==> src/rtl/alu_pkg.sv <==
// Shared definitions for the ALU arbiter: ALU operation codes, arbiter FSM states
// and the supported-code check.
package alu_pkg;

    localparam int unsigned ALU_ADD  = 32;
    localparam int unsigned ALU_ADDI = 8;
    localparam int unsigned ALU_SUB  = 34;
    localparam int unsigned ALU_SUBI = 14;
    localparam int unsigned ALU_AND  = 36;
    localparam int unsigned ALU_ANDI = 12;
    localparam int unsigned ALU_OR   = 37;
    localparam int unsigned ALU_ORI  = 13;
    localparam int unsigned ALU_SLT  = 42;
    localparam int unsigned ALU_SLTI = 10;
    localparam int unsigned ALU_NOR  = 39;
    localparam int unsigned ALU_BEQ  = 4;
    localparam int unsigned ALU_BNE  = 5;

    typedef enum logic [1:0] {
        IDLE,
        EXEC,
        RESP
    } arb_state_t;

    function automatic logic is_supported(input int unsigned code);
        case (code)
            ALU_ADD, ALU_ADDI, ALU_SUB, ALU_SUBI, ALU_AND, ALU_ANDI, ALU_OR,
            ALU_ORI, ALU_SLT, ALU_SLTI, ALU_NOR, ALU_BEQ, ALU_BNE: return 1'b1;
            default:                                              return 1'b0;
        endcase
    endfunction

endpackage

==> src/rtl/alu_arbiter_rr_arb2.sv <==
// Two-input round-robin grant: a lone request wins outright, a tie goes to the
// port that was not granted last.
module rr_arb2 (
    input  logic [1:0] req,
    input  logic       last,
    output logic [1:0] gnt
);

    always_comb begin
        gnt = '0;
        case (req)
            2'b01:   gnt = 2'b01;
            2'b10:   gnt = 2'b10;
            2'b11:   gnt = last ? 2'b01 : 2'b10;
            default: gnt = '0;
        endcase
    end

endmodule

==> src/rtl/alu_arbiter.sv <==
// Shares one combinational ALU between the execute stage (port 0) and the
// auxiliary unit (port 1); one request in flight, response tagged with its owner.
module alu_arbiter
    import alu_pkg::*;
#(
    parameter int DATA_W = 32,
    parameter int CTRL_W = 6
) (
    input  logic              clk,
    input  logic              rst_n,
    input  logic [1:0]        req_valid,
    output logic [1:0]        req_ready,
    input  logic [CTRL_W-1:0] req0_control,
    input  logic [DATA_W-1:0] req0_a,
    input  logic [DATA_W-1:0] req0_b,
    input  logic [CTRL_W-1:0] req1_control,
    input  logic [DATA_W-1:0] req1_a,
    input  logic [DATA_W-1:0] req1_b,
    output logic [CTRL_W-1:0] alu_control,
    output logic [DATA_W-1:0] alu_read1,
    output logic [DATA_W-1:0] alu_foutput,
    input  logic [DATA_W-1:0] alu_out,
    input  logic              alu_zero,
    input  logic              alu_overflow,
    output logic              rsp_valid,
    input  logic              rsp_ready,
    output logic              rsp_id,
    output logic [DATA_W-1:0] rsp_result,
    output logic              rsp_zero,
    output logic              rsp_overflow,
    output logic              rsp_err
);

    arb_state_t state_q, state_d;
    logic       last_q;
    logic       id_q;
    logic [1:0] gnt;

    rr_arb2 u_rr (
        .req  (req_valid),
        .last (last_q),
        .gnt  (gnt)
    );

    always_ff @(posedge clk) begin
        if (!rst_n) state_q <= IDLE;
        else        state_q <= state_d;
    end

    always_comb begin
        state_d = state_q;
        case (state_q)
            IDLE:    if (gnt != '0) state_d = EXEC;
            EXEC:    state_d = RESP;
            RESP:    if (rsp_ready) state_d = IDLE;
            default: state_d = IDLE;
        endcase
    end

    always_comb begin
        req_ready = '0;
        rsp_valid = 1'b0;
        case (state_q)
            IDLE:    req_ready = gnt;
            RESP:    rsp_valid = 1'b1;
            default: ;
        endcase
    end

    // Operand registers feed the ALU directly, so alu_* hold from grant to next grant.
    always_ff @(posedge clk) begin
        if (!rst_n) begin
            last_q       <= 1'b1;
            id_q         <= 1'b0;
            alu_control  <= '0;
            alu_read1    <= '0;
            alu_foutput  <= '0;
            rsp_id       <= 1'b0;
            rsp_result   <= '0;
            rsp_zero     <= 1'b0;
            rsp_overflow <= 1'b0;
            rsp_err      <= 1'b0;
        end else begin
            if (req_ready[0]) begin
                alu_control <= req0_control;
                alu_read1   <= req0_a;
                alu_foutput <= req0_b;
                id_q        <= 1'b0;
                last_q      <= 1'b0;
            end else if (req_ready[1]) begin
                alu_control <= req1_control;
                alu_read1   <= req1_a;
                alu_foutput <= req1_b;
                id_q        <= 1'b1;
                last_q      <= 1'b1;
            end
            if (state_q == EXEC) begin
                rsp_id       <= id_q;
                rsp_result   <= alu_out;
                rsp_zero     <= alu_zero;
                rsp_overflow <= alu_overflow;
                rsp_err      <= !is_supported(32'(alu_control));
            end
        end
    end

endmodule

==> config.mk <==
export PLATFORM = sky130hd
export DESIGN_NAME = alu_arbiter
export DESIGN_NICKNAME = d
export VERILOG_FILES = /design/src/rtl/alu_pkg.sv /design/src/rtl/alu_arbiter_rr_arb2.sv /design/src/rtl/alu_arbiter.sv
export SDC_FILE = /design/constraint.sdc
export NUM_CORES = 1
export LEC_CHECK = 0
export CAP_MARGIN = 20
export CORE_MARGIN = 2
export CORE_UTILIZATION = 32
export DETAILED_ROUTE_END_ITERATION = 8
export PLACE_DENSITY = 0.76
export SLEW_MARGIN = 40
export SYNTH_ARGS = -nofsm -noshare
export SYNTH_HDL_FRONTEND = slang
export SYNTH_SLANG_ARGS = --single-unit
==> constraint.sdc <==
create_clock -name clk -period 1.4 [get_ports clk]
set_input_delay 0.28 -clock clk [delete_from_list [all_inputs] [get_ports clk]]
set_output_delay 0.28 -clock clk [all_outputs]
set_load 0.03 [all_outputs]
==> impl_metrics.ini <==
[outcome]
status = finished, violations left
violations = negative setup slack

[routing]
drt_iter0_drc = 457
wl_um = 17800
dr.pass1.iters = 6
ant_nets = 0
vias_per_cell = 5.19
drc = 0
vias = 5078
wl_per_cell_um = 18.2

[layout]
fillers = 980
seqCellArea_um2 = 2230
stdcell_count = 979
multi_input_area_um2 = 2230
area_growth_pct = 106
drive_gt1_frac = 0.255
finish.utilization = 0.669
final_area_um2 = 8750
nets = 977
n_antenna_cell = 0

[setup_path]
regToRegSetupSlack_ps = -330
worstPathArrival_ps = 1960
r2r_cells = 6
endpoint_kind = flop
worstPathRequired_ps = 1630
critPathMaxFanout = 3
cp-start-kind = flop
path_class = flop to flop

[synth]
synthesis.area_um2 = 4250
synthDistinctLibCells = 31
syn-num-nets = 647
synth-seq-cells = 111
synth_top_cells_by_count = dfxtp_1 (111), nand2_1 (72), nor2_1 (72), a21oi_1 (41), a222oi_1 (38)
yosysMostFrequentCell = dfxtp_1
syn_avg_cell_area_um2 = 9.08
yosys-top-cells-area = dfxtp_1 (52%), a222oi_1 (8.9%), mux2i_1 (7.1%), nand2_1 (6.4%), nor2_1 (6.4%)
ys.flop_type = dfxtp_1
synth_seq_area_share = 0.523
synthCells = 468
synth-edff-count = 0
synth_warnings = 0
synthArstFlopShare = 0
synth_top_area_share = 0.523
yosys.area.top_type = dfxtp_1

[clock_tree]
ctsLongestPathBuffers = 2
clk_pin_slew_worst_paths_ps = 70
h-tree-depth = 3
cts_tree = yes
clk_latency_ps = 350
cts_buffers = 9
clk_root_buffer_cell = clkbuf_16
clock_sinks = 111

[sta]
setup_viol = 68
drv_slew = 0
hold_viol = 0
fin_crit_ps = 1730
rsz0062_at_grt = true
skew_ps = 5.96
min_period_over_period = 1.24
worst_pin_slew_ps = 416
relSlewSlack = 0.723
fmax_ghz = 0.576
layout_setup_ws_ps = -335

[run]
cap_violations = 0

[floorplanning]
die_x_um = 119
fp.coreArea_um2 = 13100
die-area_um2 = 14200
rows = 42
die_h_um = 119
initial_core_util = 0.325
ioPinCount = 288

[placed_design]
dpl.cell_count = 925
place.gp.congestion = 0.807
port_buffers = 287
dpl_cell_area_um2 = 7580
hpwl_um = 11200

[worst_hold_path]
min_delay_path_depth = 1
hp-class = flop to flop

[power_and_ir_drop]
p_sw_w = 0.00318
power.share.clock = 0.256
power_leakage_nw = 3.47
p_total_w = 0.00964
vdd_drop_max_mv = 0.649
power_frac_seq = 0.380
internal-power_w = 0.00647
power.density_nw_per_um2 = 1100
combPwrFrac = 0.364
power_switching_share = 0.329

[global_routing]
grt_max_degree = 36
grt_pass1_wl_um = 26600
grt_antenna_before_repair = 0
gr-total-overflow = 0
track_usage = 0.239
grt_pass1_vias = 5084
sequential cells by signal (all words and copies together) (netlist names), named ones only:
name / count
alu_foutput: 32
alu_read1: 32
rsp_result: 32
alu_control: 6
state_q: 2
id_q: 1
last_q: 1
rsp_err: 1
rsp_id: 1
rsp_overflow: 1
rsp_zero: 1
repair_timing:
item | 4_1_cts | 5_1_grt
gates cloned | 15 | 0
pin swaps | 45 | 48
setup buffers | 21 | 10
resized for setup | 220 | 168
hold buffers | 0 | 0
setup endpoints to repair | 178 | 156
cell families after synthesis:
| logic type | count (synthesis) | share of synthesized area |
|---|---|---|
| compound gates | 123 | 0.213 |
| simple gates | 156 | 0.145 |
| buf+inv | 48 | 0.0486 |
| mux | 30 | 0.0706 |
| flops | 111 | 0.523 |
path summary, 6_finish.rpt:
check / startpoint / to
setup / recovery: last_q$_SDFFE_PN1N_ / flop
hold / removal: flop / rsp_err$_SDFFE_PN0N_
setup reg to reg: last_q$_SDFFE_PN1N_ / flop
hold reg to reg: flop / rsp_err$_SDFFE_PN0N_
layout by cell type (no fill, tap or decap), drive strengths merged, types with 2 or more instances in the layout:
master	netlist	final
a21o	2	2
a222oi	38	38
clkinvlp	0	2
nor2b	2	2
buf	17	78
inv	5	7
nand2b	4	4
clkinv	1	3
mux2i	30	30
o21ai	8	9
clkbuf	25	39
and2	2	2
a21oi	43	43
dfxtp	111	111
nor2	72	72
a211oi	26	26
clkdlybuf4s15	0	64
clkdlybuf4s50	0	176
nand2	72	72
dlygate4sd2	0	13
power by group through the flow:
stage                     combinational (W)  sequential, W  clock, W
after floorplan                    0.000827        0.00424         0
after global placement              0.00279        0.00370         0
final                               0.00351        0.00367   0.00247
after CTS                           0.00337        0.00364   0.00252
after global routing                0.00369        0.00370   0.00266
after detailed placement            0.00284        0.00371         0
metal layers:
metal	global-route usage	vias to the layer above	routed length (µm)
met5	0	-	0
met4	0.0774	0	392
met3	0.0623	33	1460
met2	0.452	281	9420
met1	0.255	2404	6580
li1	-	2360	-
critical path, cell delays in order, from the launching register on:
cell and delay, ps:
dfxtp_4 370, nand2b_4 140, a21oi_2 70, or4_4 510, a21o_1 220, mux2i_2 180, o32ai_2 110
per-stage QoR:
| stage | setup TNS [ps] | hold WS, ps | setup WS, ps |
|---|---|---|---|
| final | -6340 | 447 | -335 |
| after CTS | -9250 | 455 | -245 |
| after floorplan | -100 | 356 | -100 |
| after detailed placement | -51470 | 446 | -770 |
| after global placement | -49600 | 440 | -710 |
| after global routing | -10850 | 464 | -364 |
area by class of cell:
cell class,count,area share
clock buffer,10,0.0262
inverter,6,0.00272
tap,176,0.0252
sequential,111,0.255
timing repair buffer,360,0.430
multi-input combinational,310,0.255
clock inverter,6,0.00600
Power figures use the tool's default switching activity.
==> RTL change: new RTL, same settings <==
The parameter `DATA_W` goes from 32 to 24.
--- a/src/rtl/alu_arbiter.sv
+++ b/src/rtl/alu_arbiter.sv
@@ -3,7 +3,7 @@
 module alu_arbiter
     import alu_pkg::*;
 #(
-    parameter int DATA_W = 32,
+    parameter int DATA_W = 24,
     parameter int CTRL_W = 6
 ) (
     input  logic              clk,
Ports: changed (8 resized); port bits go from 288 to 224. The function was not compared with the original's and may differ.
==> RTL change against the original RTL <==
- the flow still finishes with violations (negative setup slack)
- routed wire length shrank 28%
- global-route usage shrank 3.2 points
- worst setup slack lost 0.047 ns
- sequential cell count shrank 24
- area after synthesis shrank 20%
- hold slack lost 0.032 ns
- total power shrank 25%
- die area shrank 19%
- final area shrank 25%
- critical path type unchanged
- highest routed layer unchanged
==> RTL change: results (changes against the original RTL) <==
grt_first_pass_wirelength_um: 18900  # -29%
min_path_type: "reg2reg"
critPathLaunch: "state_q[1]"
synthTopCellsByArea: "dfxtp_1 51%, a222oi_1 8.5%, mux2i_1 6.5%"
synth_mux_area_share_pct: 6.46  # -0.61 points
drt_iter0_markers: 289  # -37%
dp_hpwl_um: 8720  # -22%
clk_pin_slew_worst_paths_ns: 0.09  # +0.02 ns
peakVddDrop_mv: 0.452  # -30%
skew_ns: 0.0105  # +0.00453 ns
async_flop_share_pct: 0  # unchanged
dp_slack_ns: -0.767  # +0.00223 ns
synth_common_cells: "87 x dfxtp_1, 57 x nor2_1, 56 x nand2_1"
yosysWarningCount: 0  # unchanged
drtPass1Iterations: 7  # +1
antenna_found_initial: 0  # unchanged
status: "complete, but fails checks"
final_critical_path_setup_slack_ns: -0.382  # -0.0472 ns
wl_per_cell_um: 16.9  # -7.4%
place_congestion: 0.843  # +4.4%
violations: "negative setup slack"
fin_tns_setup_ns: -5.41  # +0.931 ns
setup_violations: 50  # -26%
crit_fanout: 4  # +1
htreeDepth: 3  # unchanged
cts_buffer_depth: 2  # unchanged
ys_seq_area_share_pct: 51.1  # -1.2 points
cts_root_buf: "clkbuf_8"
synth-adder-area-share_pct: 0  # unchanged
power_leakage_uw: 0.00261  # -25%
cp.arrival_ns: 2.02  # +0.06 ns
grt_pass1_vias: 3959  # -22%
n_fill_cell: 812  # -17%
synth-compound-area-share_pct: 21.2  # -0.17 points
cts_buffers: 9  # unchanged
synth.net_count: 516  # -20%
synthDistinctLibCells: 36  # +16%
worstSkewPairLatency_ns: 0.35  # about the same
layout.nets: 756  # -23%
antenna_cells: 0  # unchanged
portBuffers: 223  # -22%
synth_xor_area_share_pct: 0  # unchanged
drive_gt1_share_pct: 28.0  # +2.4 points
grt_max_degree: 47  # +31%
max-slew-margin-rel_pct: 66.6  # -5.7 points
grt_usage_pct: 20.7  # -3.2 points
top_regs: "alu_foutput x24, alu_read1 x24, rsp_result x24"
dr_total_vias: 3897  # -23%
RTL change: changes by cell type after synthesis, moves of 4 or more:
cell / unedited run / this run
mux2i_1: 30 / 22
a21oi_1: 41 / 34
a211oi_1: 26 / 21
nor2_1: 72 / 57
buf_2: 9 / 5
o21ai_0: 7 / 1
a222oi_1: 38 / 29
dfxtp_1: 111 / 87
nand2_1: 72 / 56
RTL change: path summary, 6_finish.rpt:
check | to | slack (ns) | depth (start not counted)
setup / recovery | register | -0.38 | 8
hold / removal | rsp_err | 0.42 | 1
setup reg to reg | register | -0.38 | 8
hold reg to reg | rsp_err | 0.42 | 1
RTL change: power by group:
part / internal (uW) / leakage [uW] / switching (uW)
clock: 875 / 0.0000936 / 869
combinational: 1250 / 0.00180 / 1320
sequential: 2720 / 0.000717 / 173
RTL change: metrics by stage:
stage,instance area [um^2],util (%),cells
6_report,6580,63.7,758
4_1_cts,6320,61.2,749
3_3_place_gp,5960,57.7,727
3_5_place_dp,5960,57.7,727
5_1_grt,6580,63.7,758
2_1_floorplan,3480,-,377
RTL change: worst max-delay path: stages, from the launching register on:
cell     delay, ns
dfxtp_2       0.33
nor2_2        0.11
buf_6         0.12
buf_6         0.11
nand2_2       0.05
or4_4         0.48
and3_4        0.19
a32oi_2       0.19
o21ai_1       0.09
RTL change: final cells by class:
class / count / area (um^2) / area share, %
inverter: 4 / 15.0 / 0.228
timing repair buffer: 264 / 2620 / 39.9
clock inverter: 3 / 42.5 / 0.647
multi-input combinational: 251 / 1830 / 27.8
tap: 136 / 170 / 2.59
clock buffer: 13 / 149 / 2.26
sequential: 87 / 1750 / 26.5
RTL change: timing repair:
item,in CTS,in global routing
endpoints found under the setup margin,131,124
pin swaps,8,34
cloned,2,5
setup buffers,4,4
resized for setup,133,154
RTL change: layer usage:
metal  vias up  track usage (%)  part of all wire, %
met5         -                0                    0
met4         0             8.26                  2.5
met3        28             7.11                  9.4
met2       187             37.7                   51
met1      1845             21.6                   38
li1       1837                -                    -
RTL change: logic make-up (layout without fill, tap and decap cells):
group           after synthesis  after routing
simple gates                133            133
compound gates               96             96
flops                        87             87
buf+inv                      39            284
mux                          22             22
